`config.mk`:
```
export PLATFORM = sky130hd
export DESIGN_NAME = pwm_decoder
export DESIGN_NICKNAME = d
export VERILOG_FILES = /design/src/rtl/pwm_decoder_pkg.sv /design/src/rtl/pwm_decoder_sync_edge.sv /design/src/rtl/pwm_decoder.sv
export SDC_FILE = /design/constraint.sdc
export NUM_CORES = 1
export LEC_CHECK = 0
export ABC_AREA = 1
export CORE_MARGIN = 8
export CORE_UTILIZATION = 50
export CTS_CLUSTER_SIZE = 25
export DETAILED_ROUTE_END_ITERATION = 12
export HOLD_SLACK_MARGIN = 0.1
export PLACE_DENSITY = 0.68
export SETUP_SLACK_MARGIN = 0.2
export SYNTH_ARGS = -nofsm -noshare
export SYNTH_HDL_FRONTEND = slang
export SYNTH_SLANG_ARGS = --single-unit
```
`constraint.sdc`:
```
create_clock -name clk -period 3.1 [get_ports clk]
set_clock_uncertainty 0.1 [all_clocks]
set_input_delay 0.465 -clock clk [delete_from_list [all_inputs] [get_ports clk]]
set_output_delay 0.465 -clock clk [all_outputs]
set_load 0.05 [all_outputs]
```
`src/rtl/pwm_decoder_pkg.sv`:
```
// Shared definitions for the PWM duty decoder: default frame/timeout sizes,
// duty width and FSM state encoding.
package pwm_decoder_pkg;

    localparam int FRAME_DEFAULT   = 256;
    localparam int TIMEOUT_DEFAULT = 512;
    localparam int DUTY_W          = 8;

    typedef enum logic [1:0] {
        ST_IDLE  = 2'd0,
        ST_LOCK  = 2'd1,
        ST_STUCK = 2'd2
    } state_t;

endpackage

```
`src/rtl/pwm_decoder_sync_edge.sv`:
```
// Two-flop synchroniser for an asynchronous pin plus one extra delay stage
// to produce single-cycle rise/fall pulses aligned with the synchronised level.
module pwm_decoder_sync_edge (
    input  logic clk,
    input  logic rst,
    input  logic din,
    output logic lvl,
    output logic rise,
    output logic fall
);

    logic s1, s2, s3;

    always_ff @(posedge clk or posedge rst) begin
        if (rst) begin
            s1 <= 1'b0;
            s2 <= 1'b0;
            s3 <= 1'b0;
        end else begin
            s1 <= din;
            s2 <= s1;
            s3 <= s2;
        end
    end

    assign lvl  = s2;
    assign rise = s2 & ~s3;
    assign fall = ~s2 & s3;

endmodule

```
`src/rtl/pwm_decoder.sv`:
```
// Recovers the 8-bit duty value from a PWM pin by timing the period and high
// time between consecutive rising edges; flags bad frames and constant input.
module pwm_decoder
    import pwm_decoder_pkg::*;
#(
    parameter int FRAME   = FRAME_DEFAULT,
    parameter int TIMEOUT = TIMEOUT_DEFAULT
) (
    input  logic              clk,
    input  logic              rst,
    input  logic              pwm_in,
    output logic [DUTY_W-1:0] d,
    output logic              valid,
    output logic              frame_err,
    output logic              stuck
);

    localparam int CW = $clog2(TIMEOUT) + 1;
    localparam int PW = $clog2(FRAME);

    localparam logic [CW-1:0] CNT_MAX  = '1;
    localparam logic [CW-1:0] FRAME_C  = CW'(FRAME);
    localparam logic [CW-1:0] HI_MIN   = CW'(2);
    localparam logic [CW-1:0] HI_MAX   = CW'(FRAME - 1);
    localparam logic [CW-1:0] IDLE_LIM = CW'(TIMEOUT - 1);
    localparam logic [PW-1:0] PH_LAST  = PW'(FRAME - 1);

    logic lvl, rise, fall;

    pwm_decoder_sync_edge u_sync (
        .clk  (clk),
        .rst  (rst),
        .din  (pwm_in),
        .lvl  (lvl),
        .rise (rise),
        .fall (fall)
    );

    state_t            state, state_nxt;
    logic [CW-1:0]     per_cnt, hi_cnt, idle_cnt;
    logic [PW-1:0]     phase;
    logic [DUTY_W-1:0] d_nxt;
    logic              valid_nxt, err_nxt, stuck_nxt;

    // Counters saturate so a dead pin can never alias back into a legal frame.
    always_ff @(posedge clk or posedge rst) begin
        if (rst) begin
            per_cnt  <= '0;
            hi_cnt   <= '0;
            idle_cnt <= '0;
            phase    <= '0;
        end else begin
            if (rise) begin
                per_cnt <= CW'(1);
                hi_cnt  <= CW'(1);
            end else begin
                if (per_cnt != CNT_MAX)
                    per_cnt <= per_cnt + 1'b1;
                if (lvl && hi_cnt != CNT_MAX)
                    hi_cnt <= hi_cnt + 1'b1;
            end

            if (rise || fall)
                idle_cnt <= '0;
            else if (idle_cnt != CNT_MAX)
                idle_cnt <= idle_cnt + 1'b1;

            if (state != ST_STUCK || phase == PH_LAST)
                phase <= '0;
            else
                phase <= phase + 1'b1;
        end
    end

    logic frame_ok, to_stuck, ph_wrap;
    logic [DUTY_W-1:0] const_d;

    assign frame_ok = (per_cnt == FRAME_C) && (hi_cnt >= HI_MIN) && (hi_cnt <= HI_MAX);
    assign to_stuck = (idle_cnt == IDLE_LIM) && !rise && !fall;
    assign ph_wrap  = (phase == PH_LAST);
    assign const_d  = lvl ? {DUTY_W{1'b1}} : {DUTY_W{1'b0}};

    always_ff @(posedge clk or posedge rst) begin
        if (rst) state <= ST_IDLE;
        else     state <= state_nxt;
    end

    always_comb begin
        state_nxt = state;
        unique case (state)
            ST_IDLE: begin
                if (rise)          state_nxt = ST_LOCK;
                else if (to_stuck) state_nxt = ST_STUCK;
            end
            ST_LOCK: begin
                if (!rise && to_stuck) state_nxt = ST_STUCK;
            end
            ST_STUCK: begin
                if (rise)      state_nxt = ST_LOCK;
                else if (fall) state_nxt = ST_IDLE;
            end
            default: state_nxt = ST_IDLE;
        endcase
    end

    // Next values for the registered outputs.
    always_comb begin
        d_nxt     = d;
        valid_nxt = 1'b0;
        err_nxt   = 1'b0;
        stuck_nxt = stuck;
        unique case (state)
            ST_IDLE: begin
                if (!rise && to_stuck) begin
                    d_nxt     = const_d;
                    valid_nxt = 1'b1;
                    stuck_nxt = 1'b1;
                end
            end
            ST_LOCK: begin
                if (rise) begin
                    if (frame_ok) begin
                        d_nxt     = DUTY_W'(hi_cnt - 1'b1);
                        valid_nxt = 1'b1;
                    end else begin
                        err_nxt = 1'b1;
                    end
                end else if (to_stuck) begin
                    d_nxt     = const_d;
                    valid_nxt = 1'b1;
                    stuck_nxt = 1'b1;
                end
            end
            ST_STUCK: begin
                if (rise || fall) begin
                    stuck_nxt = 1'b0;
                end else if (ph_wrap) begin
                    d_nxt     = const_d;
                    valid_nxt = 1'b1;
                end
            end
            default: stuck_nxt = 1'b0;
        endcase
    end

    always_ff @(posedge clk or posedge rst) begin
        if (rst) begin
            d         <= '0;
            valid     <= 1'b0;
            frame_err <= 1'b0;
            stuck     <= 1'b0;
        end else begin
            d         <= d_nxt;
            valid     <= valid_nxt;
            frame_err <= err_nxt;
            stuck     <= stuck_nxt;
        end
    end

endmodule
```
==> results.md <==
- In this run the static leakage power is 1.62 nW.
- The path depth of the worst reg2reg path is 8.
- In this run the power density over the cells is slightly below 700 mW/mm2.
- The wire length after detailed routing is 5.68 mm.
- The CTS sink count is 54.
- After synthesis, the mean cell area works out to approximately 8 um2.
- The final count of pins violating max slew is 0.
- The placed wire-length estimate is about 4.3 mm.
- The cell count after synthesis is between 300 and 400.
- The utilization after layout is 56.8%.
- The cell accounting for the most synthesized area is dfrtp_1.
- In this run, synthesis inferred 0 flip-flops with an integrated enable.
- Synthesis produced a netlist with a net count of between 300 and 400.
- Dividing the final minimum period by the clock period gives between 60% and 70%.
- The clock-pin slew reported for the worst setup and hold paths after clock tree synthesis is roughly 100 ps.
- The headroom to the max-slew limit is between 60% and 70%.
- The fraction of synthesized cell area taken by the top area cell type is 45.1%.
- In this run the clock root is driven by a clkbuf_8.
- The count of cells resized by post-cts repair is 0.
- At the pin with the least slew margin, the transition time is approximately 560 ps.
- The source-to-sink clock delay at the later pin of the worst-skew pair is between 300 and 400 ps.
- Routability-driven placement finished with a final weighted congestion of 0.900.
- Along the worst path, the maximum fanout reaches 19.
- The number of placed instances with taps included is 448.
- The number of maximum-capacitance constraint violations is 0.
- The via count of the first global-routing pass is 2125.
- TritonCTS built the clock tree.
- The clock period could shrink to 2150 ps.
- The number of nets in the layout is 392.
- The overall die width is 93.4 um.
- The flip-flop and latch count after synthesis is 54.
- The standard-cell row count is 28.
- The run finished with clean final reports.
- The repair_antennas step left the layout with diodes totalling 0.
- For hold timing, the worst endpoint is u_sync.lvl.
- The worst voltage drop across the vdd grid is approximately 450 uV.
- The number of buffers added by the clock tree synthesis step is 5.
- The average wire per cell in the routed design is about 12 um.
- The count of cells in the finished layout, fillers not included, comes to ~460.
- Buffers inserted to repair hold after CTS numbered 0.
- Summing internal, switching and leakage power gives between 0.002 and 0.0025 W.
- After synthesis, the cell types taking the most area are dfrtp_1 45%, nand2_1 9.3%, nand3_1 6.4%.
- For this run, the number of Yosys warnings is 0.
- The die covers roughly 0.0087 mm2.
- The placement-stage worst setup slack is between 800 and 900 ps.
- The placeable core area is approximately 0.0059 mm2.
- Compared with the post-synthesis result, the final layout area differs by 10.9%.
- STA classifies the critical path startpoint as a flop.
- The maximum number of pins on one net before global-route repair is 29.
- Detailed routing inserted a total of 2369 vias.
- The share of post-route cells with drive strength above 1 is approximately an eighth.
- The predominant post-synthesis flop cell is dfrtp_1.
- The initial DRC count is 90.
- The wire length of the first global-routing pass is slightly below 10 mm.
- For this run, asynchronously set or reset flops after synthesis account for 100%.
- The final count of negative-setup-slack endpoints is 0.
- Summing the sequential cell areas from Yosys gives roughly 45% of the chip area.
- Once detail routing completed, the nets flagged for antenna violations numbered 0.
- The total global-route track usage is about 14%.
- The number of cells traversed by the worst hold path is 0.
- The via density per instance is approximately 5.2.
- The initial utilization of the core area, before any placement, comes to 51.2%.
- The worst setup path is captured at a flop.
- The most common cell in the netlist is nand2_1.
- Post-CTS timing repair inserted 0 buffers for setup.
- In this run the count of I/O pins placed on the die edge is 14.
- In this run the number of H-tree levels came out at 2.
- Buffers placed on the I/O ports in this run total 13.
- The commonest cells after synthesis are 74 x nand2_1, 54 x dfrtp_1, 39 x inv_1.
- In this run the most critical hold path is launched from u_sync.s1.
- The path class of the tightest hold or removal check is reg2reg.
- The initial antenna violation count is 0.
- The length of the first detailed-routing pass in iterations is 4.
- The worst reg-to-reg setup slack is 950 ps.
- Setup repair after global routing left no endpoint under its margin.
- The cell area that synthesis handed to floorplanning was approximately 0.0030 mm2.
- In this run the vertical extent of the chip is slightly above 90 um.
- The total negative slack is 0 ps.
- The critical path data required time is 3200 ps.
- The count of endpoints failing hold in the final timing report is 0.
- After synthesis, the netlist uses 38 different library cells.
- The endpoint of the lowest-slack register-to-register path is d[4].
- In this run the critical register-to-register path is launched from u_sync.lvl.
- The post-detailed-route DRC marker count is 0.
- Based on the critical path, the design can be clocked at up to around 470 MHz.
- The clock passes through at most 2 buffers.
- The final critical-path setup slack is ~950 ps.
- The setup path with the least slack is of type reg2reg.
- The total overflow left after global routing is 0.
- The data arrival time of the critical path is between 2000 and 2500 ps.
-- sequential cells by signal (all words and copies together) (netlist names) --
register	count
hi_cnt	10
idle_cnt	10
per_cnt	10
d	8
phase	8
state	2
frame_err	1
stuck	1
u_sync.lvl	1
u_sync.s1	1
u_sync.s3	1
valid	1
-- worst max path at each step --
stage,slack (ps),startpoint,end
floorplan,1220,rst,d[0]
global placement,1020,u_sync.lvl,d[4]
detailed placement,900,u_sync.lvl,d[4]
CTS,900,u_sync.lvl,d[4]
global route,680,u_sync.lvl,d[2]
finish,950,u_sync.lvl,d[4]
-- cells by family after synthesis --
logic type / count (synthesis) / share of synthesized area (%)
compound gates: 52 / 9.90
buf+inv: 50 / 6.73
fa+ha+maj: 9 / 3.76
xor+xnor: 7 / 2.05
simple gates: 192 / 32.4
flops: 54 / 45.1
-- critical path: stages (launching register included) --
cell and delay (ps):
dfrtp_1 450, ha_1 430, inv_2 270, nor2_2 250, inv_1 130, nand2_2 130
o21ai_0 110, nand3_1 100, nand2_1 70
-- cell usage in the layout (no fill, tap or decap), types with 4 or more instances in the layout --
cell,instances
ha_1,9
nand2_2,5
nand2_1,74
nor2_2,4
dfrtp_1,54
nand3_1,38
a31oi_1,6
a21oi_1,10
inv_1,38
nor3_1,7
nor3b_1,5
nand4_1,4
clkbuf_8,5
clkdlybuf4s50_1,13
o21ai_0,25
nor2_1,35
o21ai_2,5
inv_2,7
xor2_1,5
-- area by class of cell --
| cell class | instances | area [um2] |
|---|---|---|
| fillers | 543 | 2530 |
| multi-input cells | 260 | 1440 |
| inverters | 45 | 169 |
| clock inverters | 3 | 47.5 |
| repair buffers | 14 | 150 |
| well taps | 75 | 93.8 |
| clock buffers | 5 | 68.8 |
| flip-flops and latches | 54 | 1350 |
-- per-stage QoR --
step	hold WS, ps	area (um2)
after global routing	289	3320
after floorplan	231	2990
after detailed placement	251	3210
after global placement	262	3210
after CTS	274	3320
final	275	3320
-- per-layer routing --
layer	part of all wire, %	vias to the layer above	wire length, um	global-route usage (%)
met3	4.4	5	248	2.88
li1	-	1237	-	-
met1	50	1088	2840	19.4
met4	0.88	0	50	2.95
met5	0	-	0	0
met2	45	39	2540	21.4
-- power by group --
| group | internal [W] | switching (W) | total, W |
|---|---|---|---|
| registers | 0.000827 | 0.0000943 | 0.000921 |
| clock network | 0.000245 | 0.000235 | 0.000480 |
| logic | 0.000271 | 0.000578 | 0.000849 |
Power figures use the tool's default switching activity.
